## src/rtl/subleq_core_pkg.sv

```systemverilog
// Shared word/memory sizing and the SUBLEQ core state encoding.
package gc;
  localparam int WORD_SIZE = 16;
  localparam int MEM_SIZE  = 256;

  typedef enum logic [2:0] {
    S_IDLE,
    S_FETCH,
    S_OPER,
    S_TGT,
    S_EXEC,
    S_HALT
  } subleq_state_t;
endpackage

```

## src/rtl/subleq_core_if.sv

```systemverilog
// Dual-port word memory bus: the core is the master, the memory is the slave.
interface subleq_core_if;
  logic [gc::WORD_SIZE-1:0] add1;
  logic [gc::WORD_SIZE-1:0] dataIn1;
  logic                     write1;
  logic [gc::WORD_SIZE-1:0] dataOut1;
  logic [gc::WORD_SIZE-1:0] add2;
  logic [gc::WORD_SIZE-1:0] dataIn2;
  logic                     write2;
  logic [gc::WORD_SIZE-1:0] dataOut2;

  modport master (
    output add1, dataIn1, write1, add2, dataIn2, write2,
    input  dataOut1, dataOut2
  );

  modport slave (
    input  add1, dataIn1, write1, add2, dataIn2, write2,
    output dataOut1, dataOut2
  );
endinterface

```

## src/rtl/subleq_core.sv

```systemverilog
// SUBLEQ execution core: mem[B] -= mem[A]; branch to C if result <= 0.
// Fixed FETCH/OPER/TGT/EXEC sequence around a one-cycle registered memory read.
module subleq_core
  import gc::*;
#(
  parameter logic [gc::WORD_SIZE-1:0] RESET_PC  = '0,
  parameter int                       CNT_WIDTH = 32
) (
  input  logic                 clk,
  input  logic                 rst,
  input  logic                 run,
  subleq_core_if.master        mem,
  output logic [WORD_SIZE-1:0] pc,
  output logic                 halted,
  output logic [CNT_WIDTH-1:0] retired
);

  subleq_state_t          r_state;
  logic [WORD_SIZE-1:0]   r_pc;
  logic [CNT_WIDTH-1:0]   r_retired;
  logic                   r_halted;
  logic [WORD_SIZE-1:0]   r_regB;
  logic signed [WORD_SIZE-1:0] r_opA;
  logic signed [WORD_SIZE-1:0] r_opB;

  logic signed [WORD_SIZE-1:0] w_diff;
  logic                        w_taken;
  logic                        w_halt_tgt;

  // Sign test is on the truncated difference only; overflow is not detected.
  assign w_diff     = r_opB - r_opA;
  assign w_taken    = w_diff[WORD_SIZE-1] || (w_diff == '0);
  assign w_halt_tgt = mem.dataOut1[WORD_SIZE-1];

  always_ff @(posedge clk) begin
    if (rst) begin
      r_state   <= S_IDLE;
      r_pc      <= RESET_PC;
      r_retired <= '0;
      r_halted  <= 1'b0;
      r_regB    <= '0;
      r_opA     <= '0;
      r_opB     <= '0;
    end else begin
      case (r_state)
        S_IDLE:  if (run) r_state <= S_FETCH;
        S_FETCH: r_state <= S_OPER;
        S_OPER: begin
          r_regB  <= mem.dataOut2;
          r_state <= S_TGT;
        end
        S_TGT: begin
          r_opA   <= mem.dataOut1;
          r_opB   <= mem.dataOut2;
          r_state <= S_EXEC;
        end
        S_EXEC: begin
          r_retired <= r_retired + CNT_WIDTH'(1);
          // A taken branch to a negative target halts with pc left on the halting instruction.
          if (w_taken && w_halt_tgt) begin
            r_halted <= 1'b1;
            r_state  <= S_HALT;
          end else begin
            r_pc    <= w_taken ? mem.dataOut1 : r_pc + WORD_SIZE'(3);
            r_state <= run ? S_FETCH : S_IDLE;
          end
        end
        S_HALT:  r_state <= S_HALT;
        default: r_state <= S_IDLE;
      endcase
    end
  end

  always_comb begin
    mem.add1    = '0;
    mem.dataIn1 = '0;
    mem.write1  = 1'b0;
    mem.add2    = '0;
    mem.dataIn2 = '0;
    mem.write2  = 1'b0;
    case (r_state)
      S_FETCH: begin
        mem.add1 = r_pc;
        mem.add2 = r_pc + WORD_SIZE'(1);
      end
      S_OPER: begin
        mem.add1 = mem.dataOut1;
        mem.add2 = mem.dataOut2;
      end
      S_TGT:   mem.add1 = r_pc + WORD_SIZE'(2);
      S_EXEC: begin
        // Gated by rst so a reset landing on EXEC never commits a write.
        mem.add1    = r_pc + WORD_SIZE'(2);
        mem.add2    = r_regB;
        mem.write2  = !rst;
        mem.dataIn2 = rst ? '0 : w_diff;
      end
      default: ;
    endcase
  end

  assign pc      = r_pc;
  assign halted  = r_halted;
  assign retired = r_retired;

endmodule

```

## src/flat_wrapper.sv

```systemverilog
// flat-port wrapper written by rule: the top's interface ports become plain ports
module subleq_core_flat import gc::*;
#(
  parameter logic [gc::WORD_SIZE-1:0] RESET_PC  = '0,
  parameter int                       CNT_WIDTH = 32
)
  (clk, rst, run, pc, halted, retired, mem_add1, mem_dataIn1, mem_write1, mem_add2, mem_dataIn2, mem_write2, mem_dataOut1, mem_dataOut2);
  subleq_core_if mem_i ();
  input  logic clk;
  input  logic rst;
  input  logic run;
  output logic [WORD_SIZE-1:0] pc;
  output logic halted;
  output logic [CNT_WIDTH-1:0] retired;
  output wire logic [$bits(mem_i.add1)-1:0] mem_add1;
  output wire logic [$bits(mem_i.dataIn1)-1:0] mem_dataIn1;
  output wire logic [$bits(mem_i.write1)-1:0] mem_write1;
  output wire logic [$bits(mem_i.add2)-1:0] mem_add2;
  output wire logic [$bits(mem_i.dataIn2)-1:0] mem_dataIn2;
  output wire logic [$bits(mem_i.write2)-1:0] mem_write2;
  input wire logic [$bits(mem_i.dataOut1)-1:0] mem_dataOut1;
  input wire logic [$bits(mem_i.dataOut2)-1:0] mem_dataOut2;
  assign mem_add1 = mem_i.add1;
  assign mem_dataIn1 = mem_i.dataIn1;
  assign mem_write1 = mem_i.write1;
  assign mem_add2 = mem_i.add2;
  assign mem_dataIn2 = mem_i.dataIn2;
  assign mem_write2 = mem_i.write2;
  assign mem_i.dataOut1 = mem_dataOut1;
  assign mem_i.dataOut2 = mem_dataOut2;
  subleq_core #(.RESET_PC(RESET_PC), .CNT_WIDTH(CNT_WIDTH)) u_core (.clk(clk), .rst(rst), .run(run), .mem(mem_i), .pc(pc), .halted(halted), .retired(retired));
endmodule
```

## config.mk

```make
export PLATFORM = sky130hd
export DESIGN_NAME = subleq_core_flat
export DESIGN_NICKNAME = d
export VERILOG_FILES = /design/src/rtl/subleq_core_pkg.sv /design/src/rtl/subleq_core_if.sv /design/src/rtl/subleq_core.sv /design/src/flat_wrapper.sv
export SDC_FILE = /design/constraint.sdc
export NUM_CORES = 1
export LEC_CHECK = 0
export ABC_CLOCK_PERIOD_IN_PS = 8200
export CAP_MARGIN = 10
export CORE_UTILIZATION = 53
export CTS_BUF_LIST = sky130_fd_sc_hd__clkbuf_4 sky130_fd_sc_hd__clkbuf_8 sky130_fd_sc_hd__clkbuf_16
export DETAILED_ROUTE_END_ITERATION = 8
export PLACE_DENSITY = 0.88
export SKIP_CTS_REPAIR_TIMING = 1
export SLEW_MARGIN = 30
export SYNTH_ARGS = -nofsm -noshare
export SYNTH_HDL_FRONTEND = slang
export SYNTH_SLANG_ARGS = --single-unit
```

## constraint.sdc

```tcl
create_clock -name clk -period 8.2 [get_ports clk]
set_input_delay 1.64 -clock clk [delete_from_list [all_inputs] [get_ports clk]]
set_output_delay 1.64 -clock clk [all_outputs]
set_load 0.03 [all_outputs]
```

==> results of run 1 <==
sequential cells by signal, summed over array words and instances, names as in the netlist:
name / flops
u_core.r_regB: 16
u_core.r_opA: 16
u_core.pc: 16
u_core.retired: 32
u_core.halted: 1
u_core.r_opB: 16
u_core.r_state: 3
cell families (layout without fill, tap and decap cells):
group	after synthesis	after routing	share of synthesized area [%]
multiplexers	4	4	0.622
AND/OR/NAND/NOR	384	384	27.0
flip-flops	100	100	30.1
AO/OA/AOI/OAI	217	217	21.5
other	1	17	0.0565
buffers and inverters	115	182	8.03
XOR/XNOR	63	63	8.42
adder cells (fa/ha/maj)	22	22	4.26
cells in the final DEF, fill, tap and decap left out, types with 6 or more instances in the layout:
cell type and n:
sky130_fd_sc_hd__nand2b_1 6, sky130_fd_sc_hd__o211ai_1 12, sky130_fd_sc_hd__nand4_1 10, sky130_fd_sc_hd__conb_1 17, sky130_fd_sc_hd__o22ai_1 11, sky130_fd_sc_hd__nor2b_1 9
sky130_fd_sc_hd__nand2_1 174, sky130_fd_sc_hd__nor3_1 21, sky130_fd_sc_hd__inv_1 29, sky130_fd_sc_hd__ha_1 21, sky130_fd_sc_hd__o21ai_0 38, sky130_fd_sc_hd__clkdlybuf4s50_1 131
sky130_fd_sc_hd__nand3_1 32, sky130_fd_sc_hd__or3_1 8, sky130_fd_sc_hd__xor2_1 42, sky130_fd_sc_hd__nor2_1 66, sky130_fd_sc_hd__dfxtp_1 100, sky130_fd_sc_hd__and4_1 7
sky130_fd_sc_hd__a211oi_1 7, sky130_fd_sc_hd__a22oi_1 16, sky130_fd_sc_hd__a21oi_1 68, sky130_fd_sc_hd__a31oi_1 6, sky130_fd_sc_hd__clkbuf_16 9, sky130_fd_sc_hd__and2_1 9
sky130_fd_sc_hd__a21o_1 12, sky130_fd_sc_hd__and3_1 19, sky130_fd_sc_hd__xnor2_1 20
worst max-delay path by stage:
stage                           start              to  slack [ns]  cells after the start
global placement    u_core.r_state[1]     mem_add1[8]        3.05                      8
floorplan                u_core.pc[1]    mem_add2[11]        3.69                     10
finish                   u_core.pc[2]    mem_add2[15]        2.73                     11
detailed placement  u_core.r_state[1]    mem_add1[10]        2.93                      7
CTS                 u_core.r_state[1]     mem_add1[8]        2.53                      8
global route        u_core.r_state[2]  mem_dataIn2[5]        2.56                      6
worst max-delay path, stage by stage, from the launching register on:
cell,delay (ns)
sky130_fd_sc_hd__dfxtp_1,0.56
sky130_fd_sc_hd__ha_1,0.32
sky130_fd_sc_hd__and3_1,0.31
sky130_fd_sc_hd__and3_1,0.28
sky130_fd_sc_hd__and3_1,0.25
sky130_fd_sc_hd__nand2_1,0.07
sky130_fd_sc_hd__nor2_1,0.20
sky130_fd_sc_hd__and3_1,0.28
sky130_fd_sc_hd__nand2_1,0.09
sky130_fd_sc_hd__xor2_1,0.17
sky130_fd_sc_hd__o211ai_1,0.20
sky130_fd_sc_hd__clkdlybuf4s50_1,0.73
metal layers:
layer | global-route usage (%) | vias up | wire length (µm)
met5 | 0 | - | 0
met4 | 12.5 | 0 | 554
met3 | 4.30 | 55 | 1740
met2 | 48.3 | 364 | 9070
met1 | 41.0 | 3156 | 8340
li1 | - | 3278 | -
area by class of cell:
class / instances / area share, %
repair buffers: 138 / 16.8
inverters: 29 / 1.33
clock buffers: 9 / 2.76
flip-flops and latches: 100 / 24.5
multi-input cells: 707 / 51.1
clock inverters: 6 / 0.888
well taps: 168 / 2.57
report_power, final:
group          internal (mW)  total [mW]  switching (mW)
Clock                  0.240       0.443           0.203
Sequential             0.495       0.509          0.0138
Combinational          0.114       0.325           0.211
Total                  0.849        1.28           0.428
==> results.md, run 1 <==
* Run status: completed
* Via count normalized by instance count at 5.92
* Ratio of cells with drive above 1 in the final layout at 3.64%
* Register area at 2000 µm²
* CP arrival at 3.83 ns
* Hold Worst Slack at 0.459 ns
* Sum of overflow across all layers after global routing at 0
* Most area-consuming cells after synthesis: sky130_fd_sc_hd__dfxtp_1 30%, sky130_fd_sc_hd__nand2_1 9.9%, sky130_fd_sc_hd__xor2_1 5.5%
* TritonCTS clock tree: yes
* Worst min-delay path startpoint: u_core.r_opA[6]
* Sort of element at the start of the critical path: flip-flop
* Slew Viols, Final at 0
* RePlAce Congestion at 0.973
* Worst flop-to-flop path endpoint: u_core.pc[8]
* Via count at 6,853
* CP endpoint kind: primary output
* Setup slack after layout at 2.73 ns
* Footprint of the multi-input gates at 4180 µm²
* Sequential fraction of the synthesis area at 30.1%
* Path category of the worst min-delay check: flip-flop to flip-flop
* Setup repair after global routing missed its margin: false
* Total wire length at 19,700 µm
* Overall die area at 13,000 µm²
* Pin count of the biggest net entering global routing at 96
* Antenna violations before repair at 0
* Residual antenna-violating net count after detailed routing at 0
* EDFF count, synth at 0
* Height of the die at 114 µm
* Number of endpoints with negative hold slack in the final report at 0
* Leakage dissipation at 2.97 nW
* Floorplan Core Area at 12,100 µm²
* Number of design-rule violations left by the first detailed-router iteration at 790
* Starting density of the core at 54.8%
* Layout-stage area growth over the synthesis result at 23.1%
* Number of distinct library cells after synthesis at 68
* Clock sinks at 100
* Top_reg_cell synth: sky130_fd_sc_hd__dfxtp_1
* Endpoint of the worst hold path: u_core.r_opA[6]
* Relative slew slack at 32.3%
* Combined area of all synthesized cells at 6640 µm²
* Cells after synthesis at 906
* Post-Place Setup Slack at 2.93 ns
* Number of warning messages in the yosys log at 0
* Length in cells of the worst reg-to-reg path at 11
* Final Util at 67.5%
* Reg2Reg Launch Point: u_core.r_opA[8]
* Final setup viols at 0
* Final standard cell count with taps included and fillers excluded at 1,157
* Period Utilization, post-route at 66.7%
* Global-route wire length before repair at 31,500 µm
* Per-cell routed wire length at 17.0 µm
* Sum Neg Setup Slack at 0 ns
* Number of global-route vias before repair at 6,295
* Maxcap violations at 0
* Max Clock Freq at 0.183 GHz
* Register clock-pin slew on the reported worst setup and hold paths at 0.07 ns
* Later-pin clock latency in the skew report at 0.35 ns
* Number of buffers created by CTS at 9
* Global routing usage summed across all routing layers at 30.3%
* Synth async-reset ratio at 0%
* Worst Max-Slew Pin Slew at 1.01 ns
* Number of buffers on the longest clock path at 2
* Overall power of the completed layout at 1.28 mW
* Syn avg cell area at 7.33 µm²
* Post-route clock skew at 0.00754 ns
* Slack of the worst reg-to-reg path at 4.17 ns
* CTS H-Tree Depth at 3
* Placed Cells incl. Taps at 1,141
* Most frequent cell after synthesis: sky130_fd_sc_hd__nand2_1
* # IOs at 150
* Top-area cell type share of the netlist area at 30.1%
* DRT Pass-1 Iters at 5
* Number of cells on the worst hold path at 2
* P per Cell Area at 156 nW/µm²
* Ant. Diodes at 0
* Net count of the finished layout at 1,042
* Root buffer cell: sky130_fd_sc_hd__clkbuf_16
* Min Clock Period, post-route at 5.47 ns
* Commonest cells post-synth: 175 x sky130_fd_sc_hd__nand2_1, 100 x sky130_fd_sc_hd__dfxtp_1, 68 x sky130_fd_sc_hd__a21oi_1, 66 x sky130_fd_sc_hd__nor2_1, 58 x sky130_fd_sc_hd__clkbuf_1
* Cell type with the largest total area after synthesis: sky130_fd_sc_hd__dfxtp_1
* Number of inserted filler cells in the final layout at 1,001
* Required time at the endpoint of the critical path at 6.56 ns
* Flop and latch count out of synthesis at 100
* Worst vdd rail ir drop at 0.108 mV
* Final Cell Area at 8170 µm²
* Port-buffer cells at 132
* CP max FO at 11
* Total number of placement rows at 40
* Width of the die at 114 µm
* Crit Path Category: flip-flop to primary output
* HPWL reported at the end of detailed placement at 14,000 µm
* Remaining design rule violation count at 0
* Instance area at placement at 7850 µm²
Note: power is estimated with default switching activity, not from simulation.
==> run 2, diff against run 1 <==
--- a/config.mk
+++ b/config.mk
@@ -5,12 +5,12 @@
 export SDC_FILE = /design/constraint.sdc
 export NUM_CORES = 1
 export LEC_CHECK = 0
-export ABC_CLOCK_PERIOD_IN_PS = 8200
+export ABC_CLOCK_PERIOD_IN_PS = 5600
 export CAP_MARGIN = 10
-export CORE_UTILIZATION = 53
+export CORE_UTILIZATION = 51
 export CTS_BUF_LIST = sky130_fd_sc_hd__clkbuf_4 sky130_fd_sc_hd__clkbuf_8 sky130_fd_sc_hd__clkbuf_16
 export DETAILED_ROUTE_END_ITERATION = 8
-export PLACE_DENSITY = 0.88
+export PLACE_DENSITY = 0.85
 export SKIP_CTS_REPAIR_TIMING = 1
 export SLEW_MARGIN = 30
 export SYNTH_ARGS = -nofsm -noshare
==> constraint.sdc (replaced) <==
create_clock -name clk -period 5.6 [get_ports clk]
set_input_delay 1.12 -clock clk [delete_from_list [all_inputs] [get_ports clk]]
set_output_delay 1.12 -clock clk [all_outputs]
set_load 0.03 [all_outputs]
==> run 2 against run 1 <==
Compared with the run above: non-clock buffer count rose by 4; clock skew increased by 0.0033 ns; cell area hardly changed; sequential share of layout area hardly changed; sequential cell count stayed put; hold slack worse by 0.0032 ns; wire length is 1.9% lower; sequential power increased by 46%; global-route usage is 1.5 points lower.
==> results.md, run 2 (synthesis gave the netlist of run 1 again) <==
* DRT Pass-1 Iters at 6
* Required time at the endpoint of the critical path at 4.48 ns
* Via count normalized by instance count at 5.82
* RePlAce Congestion at 0.927
* Ratio of cells with drive above 1 in the final layout at 4.02%
* Clock sinks at 100
* Path category of the worst min-delay check: flip-flop to flip-flop
* Crit Path Category: flip-flop to primary output
* Register clock-pin slew on the reported worst setup and hold paths at 0.07 ns
* # IOs at 150
* Worst vdd rail ir drop at 0.162 mV
* Starting density of the core at 52.4%
* Port-buffer cells at 132
* Root buffer cell: sky130_fd_sc_hd__clkbuf_16
* Per-cell routed wire length at 16.6 µm
* Antenna violations before repair at 0
* CTS H-Tree Depth at 3
* Period Utilization, post-route at 86.0%
* Sum of overflow across all layers after global routing at 0
* CP arrival at 3.69 ns
* TritonCTS clock tree: yes
* Global-route wire length before repair at 30,400 µm
* Floorplan Core Area at 12,700 µm²
* Maxcap violations at 0
* Relative slew slack at 41.3%
* Overall die area at 13,500 µm²
* Instance area at placement at 7890 µm²
* CP max FO at 11
* Run status: completed
* Net count of the finished layout at 1,046
* Post-route clock skew at 0.0109 ns
* Reg2Reg Launch Point: u_core.r_opB[0]
* Later-pin clock latency in the skew report at 0.35 ns
* Leakage dissipation at 2.97 nW
* Footprint of the multi-input gates at 4170 µm²
* Total number of placement rows at 41
* Worst Max-Slew Pin Slew at 0.874 ns
* Flip-flop count of the largest register, all copies and words added at 32
* Sort of element at the start of the critical path: flip-flop
* Register area at 2000 µm²
* Remaining design rule violation count at 0
* Most frequent cells in the layout: 175 x sky130_fd_sc_hd__nand2_1, 131 x sky130_fd_sc_hd__clkdlybuf4s50_1, 100 x sky130_fd_sc_hd__dfxtp_1
* Final Cell Area at 8170 µm²
* Number of buffers on the longest clock path at 2
* Height of the die at 116 µm
* Most frequent standard cell in the layout excluding fill and tap cells: sky130_fd_sc_hd__nand2_1
* Residual antenna-violating net count after detailed routing at 0
* Total wire length at 19,300 µm
* Min Clock Period, post-route at 4.81 ns
* P per Cell Area at 225 nW/µm²
* Setup repair after global routing missed its margin: false
* Number of inserted filler cells in the final layout at 1,135
* CP endpoint kind: primary output
* Launch point of the worst path: u_core.pc[2]
* Worst min-delay path startpoint: u_core.r_regB[7]
* Number of buffers created by CTS at 9
* Max Clock Freq at 0.208 GHz
* Slew Viols, Final at 0
* Number of endpoints with negative hold slack in the final report at 0
* Ant. Diodes at 0
* Via count at 6,788
* Sum Neg Setup Slack at 0 ns
* Number of global-route vias before repair at 6,079
* Number of design-rule violations left by the first detailed-router iteration at 661
* Width of the die at 116 µm
* Pin count of the biggest net entering global routing at 96
* Global routing usage summed across all routing layers at 28.8%
* HPWL reported at the end of detailed placement at 14,000 µm
* Layout-stage area growth over the synthesis result at 23.1%
* Final setup viols at 0
## run 2: cell types whose count changed in the layout (fill, tap and decap cells not counted)
cell,delta
sky130_fd_sc_hd__inv_6,+1
sky130_fd_sc_hd__buf_6,+1
sky130_fd_sc_hd__nand2_2,-1
sky130_fd_sc_hd__buf_4,+4
sky130_fd_sc_hd__nand2_1,+1
sky130_fd_sc_hd__bufinv_16,-1
sky130_fd_sc_hd__buf_12,-1
sky130_fd_sc_hd__nor3b_4,-1
sky130_fd_sc_hd__clkinv_2,+1
sky130_fd_sc_hd__nor3b_2,+1
## run 2: cell type report
cell class	count	share of cell area [%]
Clock buffer	9	2.76
Clock inverter	7	0.689
Inverter	29	1.33
Multi-Input combinational cell	707	51.0
Sequential cell	100	24.5
Tap cell	172	2.63
Timing Repair Buffer	142	17.1
## run 2: final timing paths
kind | end | cells after the start | slack, ns
hold / removal | u_core.r_regB[7] | 2 | 0.46
setup reg to reg | u_core.pc[7] | 13 | 1.56
hold reg to reg | u_core.r_regB[7] | 2 | 0.46
setup / recovery | mem_add2[15] | 11 | 0.79
## run 2: worst max-delay path: stages, from the launching register on
cell	delay, ns
sky130_fd_sc_hd__dfxtp_1	0.53
sky130_fd_sc_hd__ha_1	0.31
sky130_fd_sc_hd__and3_1	0.28
sky130_fd_sc_hd__and3_1	0.25
sky130_fd_sc_hd__and3_1	0.24
sky130_fd_sc_hd__nand2_1	0.07
sky130_fd_sc_hd__nor2_1	0.19
sky130_fd_sc_hd__and3_1	0.26
sky130_fd_sc_hd__nand2_1	0.09
sky130_fd_sc_hd__xor2_1	0.16
sky130_fd_sc_hd__o211ai_1	0.24
sky130_fd_sc_hd__clkdlybuf4s50_1	0.72
## run 2: where the power goes
group          internal (mW)  leakage (nW)  switching, mW  total [mW]
registers              0.725         0.807         0.0195       0.745
logic                  0.173          2.02          0.310       0.483
clock network          0.309         0.142          0.301       0.610
## run 2: through the flow
stage / hold WS [ns] / utilization [%] / total power [mW] / setup slack (ns) / std cells
5_1_grt: 0.477 / 64.5 / 1.90 / 0.603 / 1166
4_1_cts: 0.457 / 64.5 / 1.83 / 0.843 / 1166
2_1_floorplan: 0.436 / - / 1.12 / 1.61 / 922
3_5_place_dp: 0.447 / 62.3 / 1.23 / 1.22 / 1150
6_report: 0.456 / 64.5 / 1.84 / 0.785 / 1166
3_3_place_gp: 0.441 / 62.3 / 1.23 / 1.31 / 1150
## run 2: per-layer routing
layer / up-vias / wire (µm) / GRT usage [%]
li1: 3281 / - / -
met1: 3121 / 8460 / 39.4
met2: 345 / 8880 / 45.8
met3: 41 / 1520 / 4.51
met4: 0 / 467 / 10.6
met5: - / 0 / 0
